--- src/rtl/stack_unit_pkg.sv ---
// stack_unit_pkg: shared stack-op codes, FSM encodings and default depth
package stack_unit_pkg;
   localparam logic [1:0] stackPointerDef  = 2'd0;
   localparam logic [1:0] stackPointerPush = 2'd1;
   localparam logic [1:0] stackPointerPop  = 2'd2;
   localparam logic [0:0] STK_IDLE = 1'b0;
   localparam logic [0:0] STK_HOLD = 1'b1;
   localparam int STK_DEPTH = 8;
endpackage

--- src/rtl/stack_unit_if.sv ---
// stack_unit_if: MEM-stage stack command bus between control unit and stack
interface stack_unit_if #(parameter int DATA_W = 16, parameter int ADDR_W = 3);
   logic              enMem;
   logic              sigStackMem;
   logic [1:0]        sigNewSP;
   logic              sigAddData;
   logic [DATA_W-1:0] retAddr;
   logic [DATA_W-1:0] regData;
   logic [DATA_W-1:0] popData;
   logic              popValid;
   logic              fullFlag;
   logic              emptyFlag;
   logic [ADDR_W:0]   sp;
   logic              overflowErr;
   logic              underflowErr;
   modport master (
      output enMem, sigStackMem, sigNewSP, sigAddData, retAddr, regData,
      input  popData, popValid, fullFlag, emptyFlag, sp, overflowErr, underflowErr
   );
   modport slave (
      input  enMem, sigStackMem, sigNewSP, sigAddData, retAddr, regData,
      output popData, popValid, fullFlag, emptyFlag, sp, overflowErr, underflowErr
   );
endinterface

--- src/rtl/stack_mem.sv ---
// stack_mem: DEPTH x DATA_W storage with synchronous write and registered read
module stack_mem #(
   parameter int DATA_W = 16,
   parameter int ADDR_W = 3
) (
   input  logic              clock,
   input  logic              we,
   input  logic [ADDR_W-1:0] waddr,
   input  logic [DATA_W-1:0] wdata,
   input  logic              re,
   input  logic [ADDR_W-1:0] raddr,
   output logic [DATA_W-1:0] rdata
);
   logic [DATA_W-1:0] mem [2**ADDR_W];
   always_ff @(posedge clock) begin
      if (we) mem[waddr] <= wdata;
      if (re) rdata <= mem[raddr];
   end
endmodule

--- src/rtl/stack_unit.sv ---
// stack_unit: hardware return/data stack driven by MEM-stage stack commands
module stack_unit
   import stack_unit_pkg::*;
#(
   parameter int DATA_W = 16,
   parameter int ADDR_W = 3,
   parameter int DEPTH  = STK_DEPTH
) (
   input logic        clock,
   input logic        reset_n,
   stack_unit_if.slave bus
);
   logic [0:0]        state;
   logic [ADDR_W:0]   count;
   logic              popLoaded;
   logic              cmdSel;
   logic              doPush;
   logic              doPop;
   logic              isFull;
   logic              isEmpty;
   logic              we;
   logic              re;
   logic [DATA_W-1:0] rdata;

   always_comb begin
      cmdSel  = state == STK_IDLE && bus.enMem && bus.sigStackMem;
      doPush  = cmdSel && bus.sigNewSP == stackPointerPush;
      doPop   = cmdSel && bus.sigNewSP == stackPointerPop;
      isFull  = count == (ADDR_W+1)'(DEPTH);
      isEmpty = count == '0;
      we      = reset_n && doPush && !isFull;
      re      = reset_n && doPop && !isEmpty;
   end

   stack_mem #(.DATA_W(DATA_W), .ADDR_W(ADDR_W)) mem (
      .clock (clock),
      .we    (we),
      .waddr (count[ADDR_W-1:0]),
      .wdata (bus.sigAddData ? bus.retAddr : bus.regData),
      .re    (re),
      .raddr (count[ADDR_W-1:0] - 1'b1),
      .rdata (rdata)
   );

   // HOLD swallows the rest of one enMem assertion so a held command runs once
   always_ff @(posedge clock) begin
      if (!reset_n) begin
         state            <= STK_IDLE;
         count            <= '0;
         popLoaded        <= 1'b0;
         bus.popValid     <= 1'b0;
         bus.overflowErr  <= 1'b0;
         bus.underflowErr <= 1'b0;
      end else begin
         state            <= state == STK_IDLE ? ((doPush || doPop) ? STK_HOLD : STK_IDLE) : (bus.enMem ? STK_HOLD : STK_IDLE);
         count            <= we ? count + 1'b1 : re ? count - 1'b1 : count;
         popLoaded        <= popLoaded || re;
         bus.popValid     <= re;
         bus.overflowErr  <= bus.overflowErr || (doPush && isFull);
         bus.underflowErr <= bus.underflowErr || (doPop && isEmpty);
      end
   end

   // storage has no reset, so popData reads as zero until the first pop lands
   assign bus.popData   = popLoaded ? rdata : '0;
   assign bus.fullFlag  = isFull;
   assign bus.emptyFlag = isEmpty;
   assign bus.sp        = count;
endmodule

--- src/flat_wrapper.sv ---
// flat-port wrapper written by rule: the top's interface ports become plain ports
module stack_unit_flat import stack_unit_pkg::*;
#(
   parameter int DATA_W = 16,
   parameter int ADDR_W = 3,
   parameter int DEPTH  = STK_DEPTH
)
  (clock, reset_n, bus_enMem, bus_sigStackMem, bus_sigNewSP, bus_sigAddData, bus_retAddr, bus_regData, bus_popData, bus_popValid, bus_fullFlag, bus_emptyFlag, bus_sp, bus_overflowErr, bus_underflowErr);
  stack_unit_if #(.DATA_W(DATA_W), .ADDR_W(ADDR_W)) bus_i ();
  input logic clock;
  input logic reset_n;
  input wire logic [$bits(bus_i.enMem)-1:0] bus_enMem;
  input wire logic [$bits(bus_i.sigStackMem)-1:0] bus_sigStackMem;
  input wire logic [$bits(bus_i.sigNewSP)-1:0] bus_sigNewSP;
  input wire logic [$bits(bus_i.sigAddData)-1:0] bus_sigAddData;
  input wire logic [$bits(bus_i.retAddr)-1:0] bus_retAddr;
  input wire logic [$bits(bus_i.regData)-1:0] bus_regData;
  output wire logic [$bits(bus_i.popData)-1:0] bus_popData;
  output wire logic [$bits(bus_i.popValid)-1:0] bus_popValid;
  output wire logic [$bits(bus_i.fullFlag)-1:0] bus_fullFlag;
  output wire logic [$bits(bus_i.emptyFlag)-1:0] bus_emptyFlag;
  output wire logic [$bits(bus_i.sp)-1:0] bus_sp;
  output wire logic [$bits(bus_i.overflowErr)-1:0] bus_overflowErr;
  output wire logic [$bits(bus_i.underflowErr)-1:0] bus_underflowErr;
  assign bus_i.enMem = bus_enMem;
  assign bus_i.sigStackMem = bus_sigStackMem;
  assign bus_i.sigNewSP = bus_sigNewSP;
  assign bus_i.sigAddData = bus_sigAddData;
  assign bus_i.retAddr = bus_retAddr;
  assign bus_i.regData = bus_regData;
  assign bus_popData = bus_i.popData;
  assign bus_popValid = bus_i.popValid;
  assign bus_fullFlag = bus_i.fullFlag;
  assign bus_emptyFlag = bus_i.emptyFlag;
  assign bus_sp = bus_i.sp;
  assign bus_overflowErr = bus_i.overflowErr;
  assign bus_underflowErr = bus_i.underflowErr;
  stack_unit #(.DATA_W(DATA_W), .ADDR_W(ADDR_W), .DEPTH(DEPTH)) u_core (.clock(clock), .reset_n(reset_n), .bus(bus_i));
endmodule
--- config.mk ---
export PLATFORM = sky130hd
export DESIGN_NAME = stack_unit_flat
export DESIGN_NICKNAME = d
export VERILOG_FILES = /design/src/rtl/stack_unit_pkg.sv /design/src/rtl/stack_unit_if.sv /design/src/rtl/stack_mem.sv /design/src/rtl/stack_unit.sv /design/src/flat_wrapper.sv
export SDC_FILE = /design/constraint.sdc
export NUM_CORES = 1
export LEC_CHECK = 0
export ABC_AREA = 1
export BUFFER_PORTS_ARGS = -buffer_cell sky130_fd_sc_hd__buf_2
export CAP_MARGIN = 10
export CORE_MARGIN = 5
export CORE_UTILIZATION = 53
export CTS_CLUSTER_DIAMETER = 30
export CTS_CLUSTER_SIZE = 30
export DETAILED_ROUTE_END_ITERATION = 10
export PLACE_DENSITY = 0.87
export SETUP_SLACK_MARGIN = 0.2
export SLEW_MARGIN = 20
export SYNTH_ARGS = -nofsm -noshare
export SYNTH_HDL_FRONTEND = slang
export SYNTH_SLANG_ARGS = --single-unit
--- constraint.sdc ---
create_clock -name clock -period 3.4 [get_ports clock]
set_clock_uncertainty 0.15 [all_clocks]
set_input_delay 0.34 -clock clock [delete_from_list [all_inputs] [get_ports clock]]
set_output_delay 0.34 -clock clock [all_outputs]
set_load 0.01 [all_outputs]
== After elaboration in Yosys (flattened, before gate mapping) ==
Memory sizes are Yosys's and may differ from the RTL's. A register that Yosys moved wholly into a read port is not among the register bits.
Cells that the tools add are included.
Storage, ports and cells
  memories: 1
  flip-flop bits (word level): 9
  bits in writable memories: 128
  output and inout bits: 25
  word-level logic and storage cells: 41
Memories
  u_core.mem.mem: depth 8, bits a word 16, rd ports 1, clocked after memory_dff 1, wr ports 1, RTL line stack_mem.sv:14  | logic [DATA_W-1:0] mem [2**ADDR_W];
Cells by class
  equality and inequality tests: 3
  bitwise gates (word level): 1
  reduce and logical (&&, ||, !) cells: 18
  add/sub/neg operators: 3
  mux-type cells: 9
Operators with widths (number)
  16-bit 2-to-1 mux: 2
  1-bit logical AND: 10
  4-bit 2-to-1 mux: 2
  1-bit 2-to-1 mux: 5
  4-bit by 1-bit adder with 4-bit output, second input constant: 1
  4-bit equality test, second input constant: 1
  4-bit logical NOT: 1
  1-bit logical OR: 4
  4-bit by 1-bit subtractor with 4-bit output, second input constant: 1
  3-bit by 1-bit subtractor with 3-bit output, second input constant: 1
  2-bit by 1-bit equality test with 1-bit output, second input constant: 1
  2-bit equality test, second input constant: 1
  1-bit logical NOT: 2
  2-bit nonzero test: 1
  1-bit inverter: 1

== Logic depth before layout (Yosys ltp) ==
Gate-level depths: netlist of run 1.
  depth in word-level cells: 8
  depth in mapped cells: 17

== Cells and area by module ==
Synthesis of run 1 repeated with hierarchy kept, for this count alone.
Unflattened totals
  cell total of the unflattened synthesis: 718
  area total of the unflattened synthesis: 7050.5 sq um
Modules (own cells, without submodules)
  stack_mem: sequential area each 4324.1 sq um, instances 1, cells each 587, area an instance 6149.6 sq um
  stack_unit: sequential area each 180.2 sq um, instances 1, cells each 131, area an instance 900.9 sq um

== Worst setup path before layout of run 1 ==
Ideal clock, no wire load.
  path type: flip-flop to flip-flop
  from: reg u_core.count[0], in the netlist u_core.bus.sp[0]
  to: mem u_core.mem.mem[4][0] (enable)
  setup slack: 0.071 ns
  arrival: 2.770 ns
  setup time: 0.409 ns
  stages on the path, launching flop included: 13
  clock period less this slack: 3.329 ns
  buffers on the path: 3
  cell sequence: dfxtp_1 > buf_6 > inv_2 > buf_6 > buf_2 > ha_1 > nand2_1 > nor2_4 > nor2_4 > nand2_4 > inv_2 > nand2_1 > nor3_1
Between the ends
  cells in the longest elaborated chain, start to end: 5
Ends and longest elaborated chain
  from (decl): RTL line stack_unit.sv:14  | logic [ADDR_W:0] count;
  from (signal assigned): RTL line stack_unit.sv:56  | count <= we ? count + 1'b1 : re ? count - 1'b1 : count;
  4-bit equality test: RTL line stack_unit.sv:29  | isFull = count == (ADDR_W+1)'(DEPTH);
  named net bus_fullFlag: RTL line flat_wrapper.sv:20  | output wire logic [$bits(bus_i.fullFlag)-1:0] bus_fullFlag;
  1-bit logical NOT: RTL line stack_unit.sv:31  | we = reset_n && doPush && !isFull;
  1-bit logical AND: RTL line stack_unit.sv:31
  1-bit 2-to-1 mux: RTL line stack_mem.sv:16  | if (we) mem[waddr] <= wdata;
  1-bit 2-to-1 mux (not written as such): RTL line stack_mem.sv:16
  to (decl): RTL line stack_mem.sv:14
The timed path passes the listed nets, and every way through them passes these cells.

== Final worst setup path of run 1 ==
  from: reg u_core.count[1], in the netlist u_core.bus.sp[1]
  to: mem u_core.mem.mem[0][11] (enable)
Between the ends
  cells in the longest elaborated chain, start to end: 5
Ends and longest elaborated chain (RTL line)
  4-bit equality test: stack_unit.sv:29
  1-bit logical NOT: stack_unit.sv:31
  1-bit logical AND: stack_unit.sv:31
  1-bit 2-to-1 mux: stack_mem.sv:16
  1-bit 2-to-1 mux (not written as such): stack_mem.sv:16
Parallel ways exist; a longest one is shown, timed or not.

==> results of run 1 <==
-- cells by family after synthesis --
| group | share of synthesized area, % |
|---|---|
| AND/OR/NAND/NOR | 12.07 |
| XOR/XNOR | 0.3920 |
| buffers and inverters | 4.722 |
| multiplexers | 2.822 |
| adder cells (fa/ha/maj) | 0.9015 |
| AO/OA/AOI/OAI | 8.544 |
| flip-flops | 70.55 |
-- state kept, by name, summed over array words and instances, names as in the netlist --
| signal | cells |
|---|---|
| u_core.bus.overflowErr | 1 |
| u_core.bus.popValid | 1 |
| u_core.bus.sp | 4 |
| u_core.bus.underflowErr | 1 |
| u_core.mem.mem | 128 |
| u_core.mem.rdata | 16 |
| u_core.popLoaded | 1 |
| u_core.state | 1 |
-- through the flow --
stage / util (%) / setup WS, ns / total power, mW / hold WS [ns]
2_1_floorplan: - / 0.07099 / 2.251 / 0.3015
4_1_cts: 62.66 / 0.6551 / 4.208 / 0.04552
6_report: 62.66 / 0.6494 / 4.190 / 0.06012
5_1_grt: 62.66 / 0.4595 / 4.314 / 0.06683
3_5_place_dp: 57.53 / 0.7279 / 2.324 / 0.3119
3_3_place_gp: 57.53 / 0.8561 / 2.312 / 0.2905
-- final cells by class --
class / instances / share of cell area, %
Clock inverter: 14 / 2.297
Inverter: 31 / 1.559
Timing Repair Buffer: 78 / 5.733
Tap cell: 147 / 2.464
Multi-Input combinational cell: 318 / 21.69
Sequential cell: 153 / 60.37
Clock buffer: 18 / 5.884
-- path summary, 6_finish.rpt --
kind / startpoint / end / slack [ns] / cells past startpoint
min: reset_n / u_core.bus.sp[2]$_SDFFE_PN0P_ / 0.06 / 3
max reg2reg: u_core.bus.sp[1]$_SDFFE_PN0P_ / u_core.mem.mem[0][11]$_DFFE_PP_ / 0.65 / 10
min reg2reg: u_core.bus.overflowErr$_SDFF_PN0_ / u_core.bus.overflowErr$_SDFF_PN0_ / 0.32 / 2
max: u_core.bus.sp[1]$_SDFFE_PN0P_ / u_core.mem.mem[0][11]$_DFFE_PP_ / 0.65 / 10
-- Yosys cell counts, types with 2 or more instances --
master    number  area [um^2]
nor2_2         2        12.51
nor2_4         2        22.52
inv_1         29        108.9
ha_1           3        37.54
dfxtp_1        9        180.2
buf_6          4        45.04
o21ai_0       64        320.3
clkbuf_2       3        15.01
buf_4          9        67.56
buf_2          7        35.03
nor2_1       136        510.5
nand3_1        6        30.03
mux2_2        16        180.2
nor3_1         8        40.04
edfxtp_1     144         4324
a21oi_1        8        40.04
a31oi_1       16        100.1
nand2_1       34        127.6
clkbuf_1       6        22.52
o21ai_1       17        85.08
inv_2          2        7.510
-- critical path, cell delays in order (launching register included) --
cell	delay [ns]
dfxtp_1	0.55
inv_1	0.23
ha_1	0.31
nand2_1	0.14
nor2_4	0.05
nor2_4	0.14
nand2_4	0.10
inv_2	0.07
nand2_1	0.14
nor3_2	0.25
buf_4	0.30
-- where the power goes --
| part | internal, mW | leakage [nW] | switching [mW] |
|---|---|---|---|
| Combinational | 0.0672 | 1.16 | 0.135 |
| Clock | 1.18 | 0.293 | 0.727 |
| Sequential | 2.08 | 1.37 | 0.00496 |
-- metal layers --
metal	vias to the layer above	track usage, %	share of wire (%)
li1	1985	-	-
met3	31	4.807	8.5
met1	2062	27.03	40
met4	0	7.373	1.8
met5	-	0	0
met2	259	33.19	50
-- layout by cell type (no fill, tap or decap) --
cell type   instances
fa_1                1
nand2_4             1
bufinv_16           3
nor3_2              8
dfxtp_2             1
o21ai_1            17
xor2_2              1
a21oi_1             8
inv_2               2
nand2_1            34
nand3_2             1
clkbuf_16          17
inv_1              29
nor2_4              2
clkinv_4            3
buf_4              15
clkbuf_8            1
ha_1                3
nand2_2             1
inv_6               2
dfxtp_1             8
clkinv_2            3
mux2_2             16
edfxtp_1          144
o21ai_0            64
clkinvlp_4          3
a31oi_1            16
nor2_2              2
xnor2_1             1
nand3_1             6
buf_2              63
nor2_1            136
==> results.yml, run 1 <==
drt:
  vias_per_cell: 5.714
  vias: 4337
  routed_wl_um: 14160
  drtPass1Iterations: 6
  detail_route.wl_per_cell_um: 18.65
  drtIter0Drc: 499
  drtAntennaViolNets: 0
  post-route-drc-count: 0
worst_setup_path:
  worstPathMaxFanout: 16
  crit_path_end_kind: "flop"
  start_kind: "flop"
  crit_required_ns: 3.35
  worstPathArrival_ns: 2.70
  crit_type: "flop to flop"
cts:
  postCtsHoldBufs: 0
  clk_pin_slew_ns: 0.06
  htree_num_levels: 4
  clk_latency_ns: 0.42
  clockBufferDepth: 2
  cts_num_sinks: 153
  postCtsSetupRepairBufs: 0
  root_buffer: "clkbuf_16"
  tritoncts: "done"
  ctsResizeCount: 0
  cts_buffers: 17
yosys:
  post_synth.cell_area_avg_um2: 12.02
  syn_area_um2: 6385
  async_flop_share_pct: 0
  synth_cell_types: 27
  synthesis.instances: 531
  yosysSeqAreaShare_pct: 70.55
  ys_ff_latch: 153
  syn_nets: 574
  ys_warn_count: 0
  synthFlopType: "edfxtp_1"
  synth_edf_count: 144
power:
  power_density_nw_per_um2: 561.4
  leakage_nw: 2.822
  ir_drop_mv: 0.3598
final_layout:
  layout-drive-gt1-share_pct: 23.69
  fin_area_um2: 7463
  seqCellArea_um2: 4506
  nets: 642
  syn_to_final_growth_pct: 16.89
  multi_input_area_um2: 1619
  final.fill_count: 860
  num_antenna_cells: 0
  final_cells: 759
sta:
  finalSetupViolations: 0
  tns_ns: 0
  relSlewSlack_pct: 52.73
  slew_violations: 0
  hold_viol: 0
  worstMarginPinSlew_ns: 0.7090
  clock.fmax_mhz: 363.6
  timing.final.crit_share_pct: 80.90
  min_period_ns: 2.751
  rsz0062_at_grt: "false"
floorplanning:
  io_pins: 64
  fp.dieArea_um2: 14340
  start_util_pct: 53.60
  core.rowCount: 40
  die_y_um: 119.8
  core_um2: 11910
  die_w_um: 119.8
global_routing:
  grt_usage_pct: 20.41
  antenna_found_initial: 0
  grt_pass1_wl_um: 22470
  grt_pass1_vias: 4359
  grt_max_degree: 71
  overflow: 0
placement:
  placed_area_um2: 6853
  placed_cells: 727
  gp_congestion: 0.8564
  io_buffers: 63
  hpwl_um: 9197
run:
  max-cap-violations: 0
min_path:
  holdCritPathClass: "input port to flop"
outcome:
  status: "completed"
(Power assumes the default switching activity.)
==> run 2: changes to the inputs <==
CORE_UTILIZATION = 59   (was 53)
PLACE_DENSITY = 0.91   (was 0.87)
clock period = 2.8 ns   (was 3.4 ns; I/O delays follow)
==> run 2 against run 1 <==
Net effect: via count up 1.6%; power up 21%; routed wire length up 3.0%; worst setup slack worse by 0.27 ns; final area up 1.1%; first-iteration DRC count up 15%; die area down 9.3%.
==> results.yml, run 2 (synthesized netlist as in run 1, its figures left out) <==
worst_setup_path:
  path_delay_family: "adder cells"
  crit_type: "flop to flop"
  slowest_stage: "ha_2"
  worstPathArrival_ns: 2.62
  critPathMostFrequentCell: "inv_1"
  cpPeakStageDelay_ns: 0.53
  crit_buf_inv: 2
  crit_required_ns: 2.99
  start_kind: "flop"
  crit_path_end_kind: "flop"
  crit_chain: "inv_1, ha_2, inv_1, nor2_1, o21ai_0, a31oi_1"
  worstPathMaxFanout: 16
floorplanning:
  io_pins: 64
  core.rowCount: 38
  core_um2: 10750
  fp.dieArea_um2: 13000
  die_w_um: 114.0
  die_y_um: 114.0
  start_util_pct: 59.42
final_layout:
  layout_commonest_cell: "edfxtp_1"
  num_antenna_cells: 0
  final_cells: 756
  largest_register: "u_core.mem.mem"
  largest_reg_flops: 128
  syn_to_final_growth_pct: 18.20
  nets: 646
  layout-drive-gt1-share_pct: 23.86
  mostFrequentLayoutCells: "144 x edfxtp_1, 136 x nor2_1, 64 x o21ai_0"
sta:
  clock.fmax_mhz: 412.8
  slew_violations: 0
  fin_hold_ws_ns: 0.005816
  timing.final.crit_share_pct: 86.51
  worstMarginPinSlew_ns: 0.7118
  min_period_ns: 2.422
  relSlewSlack_pct: 52.55
  rsz0062_at_grt: "false"
  finalSetupViolations: 0
  hold_viol: 0
  tns_ns: 0
cts:
  root_buffer: "clkbuf_8"
  cts_num_sinks: 153
  clk_latency_ns: 0.54
  clockBufferDepth: 2
  cts_buffers: 17
  tritoncts: "done"
  postCtsSetupRepairBufs: 0
  clk_pin_slew_ns: 0.07
  htree_num_levels: 4
drt:
  drtIter0Drc: 575
  highest_layer: "met4"
  routed_wl_um: 14590
  post-route-drc-count: 0
  drtPass1Iterations: 6
  wl_met3_um: 1472
  vias_per_cell: 5.828
  detail_route.wl_per_cell_um: 19.29
  wl_met1_um: 5400
  route.met2.wl_um: 7310
  vias: 4406
  drtAntennaViolNets: 0
min_path:
  holdCritPathClass: "input port to flop"
global_routing:
  grt_max_degree: 71
  grt_pass1_wl_um: 23020
  grt_usage_pct: 23.63
  antenna_found_initial: 0
  overflow: 0
  grt_pass1_vias: 4442
power:
  p_total_mw: 5.064
  power_density_nw_per_um2: 671.0
  leakage_nw: 2.860
  ir_drop_mv: 0.5398
placement:
  hpwl_um: 9071
  gp_congestion: 0.8416
  placed_cells: 720
  io_buffers: 63
run:
  max-cap-violations: 0
outcome:
  status: "completed"
-- run 2: changes by cell type in the layout (fill, tap and decap cells not counted), sizes merged --
cell	before	now
inv	33	34
dlygate4sd3	0	4
clkinvlp	3	2
-- run 2: report_power, final --
| group | internal [mW] | switching, mW | total (mW) |
|---|---|---|---|
| Combinational | 0.0890 | 0.174 | 0.263 |
| Sequential | 2.52 | 0.00557 | 2.53 |
| Clock | 1.36 | 0.908 | 2.27 |
-- run 2: final timing paths --
path,cells after the start,end,slack (ns),startpoint
min,5,u_core.bus.overflowErr$_SDFF_PN0_,0.006,bus_sigNewSP[0]
max,6,u_core.mem.rdata[10]$_DFFE_PP_,0.38,u_core.bus.sp[1]$_SDFFE_PN0P_
max reg2reg,6,u_core.mem.rdata[10]$_DFFE_PP_,0.38,u_core.bus.sp[1]$_SDFFE_PN0P_
min reg2reg,2,u_core.bus.overflowErr$_SDFF_PN0_,0.32,u_core.bus.overflowErr$_SDFF_PN0_
-- run 2: layout make-up --
cell class                 instances  area (um^2)
multi-input combinational        318         1677
fill                             683         3198
tap                              140        175.2
sequential                       153         4509
inverter                          31        116.4
clock inverter                    14        171.4
timing repair buffer              82        480.5
clock buffer                      18        417.9
-- run 2: what timing repair did --
action                     4_1_cts  5_1_grt
hold buffers                     4        0
hold endpoints to repair         6        0
gates resized for setup          0        1
setup endpoints to repair        0       51
-- run 2: worst min-delay path: cells and delay by family --
kind / cells / cell delay (ns)
simple gates: 3 / 0.20
buf+inv: 1 / 0.11
compound gates: 1 / 0.06
-- run 2: routing by layer --
metal | global-route usage, % | up-vias
li1 | - | 1999
met1 | 29.48 | 2074
met2 | 39.31 | 293
met3 | 6.844 | 40
met4 | 8.947 | 0
met5 | 0 | -
-- run 2: stage by stage --
stage	util, %	area [um^2]	setup slack (ns)
after CTS	70.21	7545	0.2667
final	70.24	7547	0.3777
after floorplan	-	6485	0.1894
after detailed placement	64.36	6915	0.3158
after global placement	64.36	6915	0.4594
after global routing	70.24	7547	0.2533
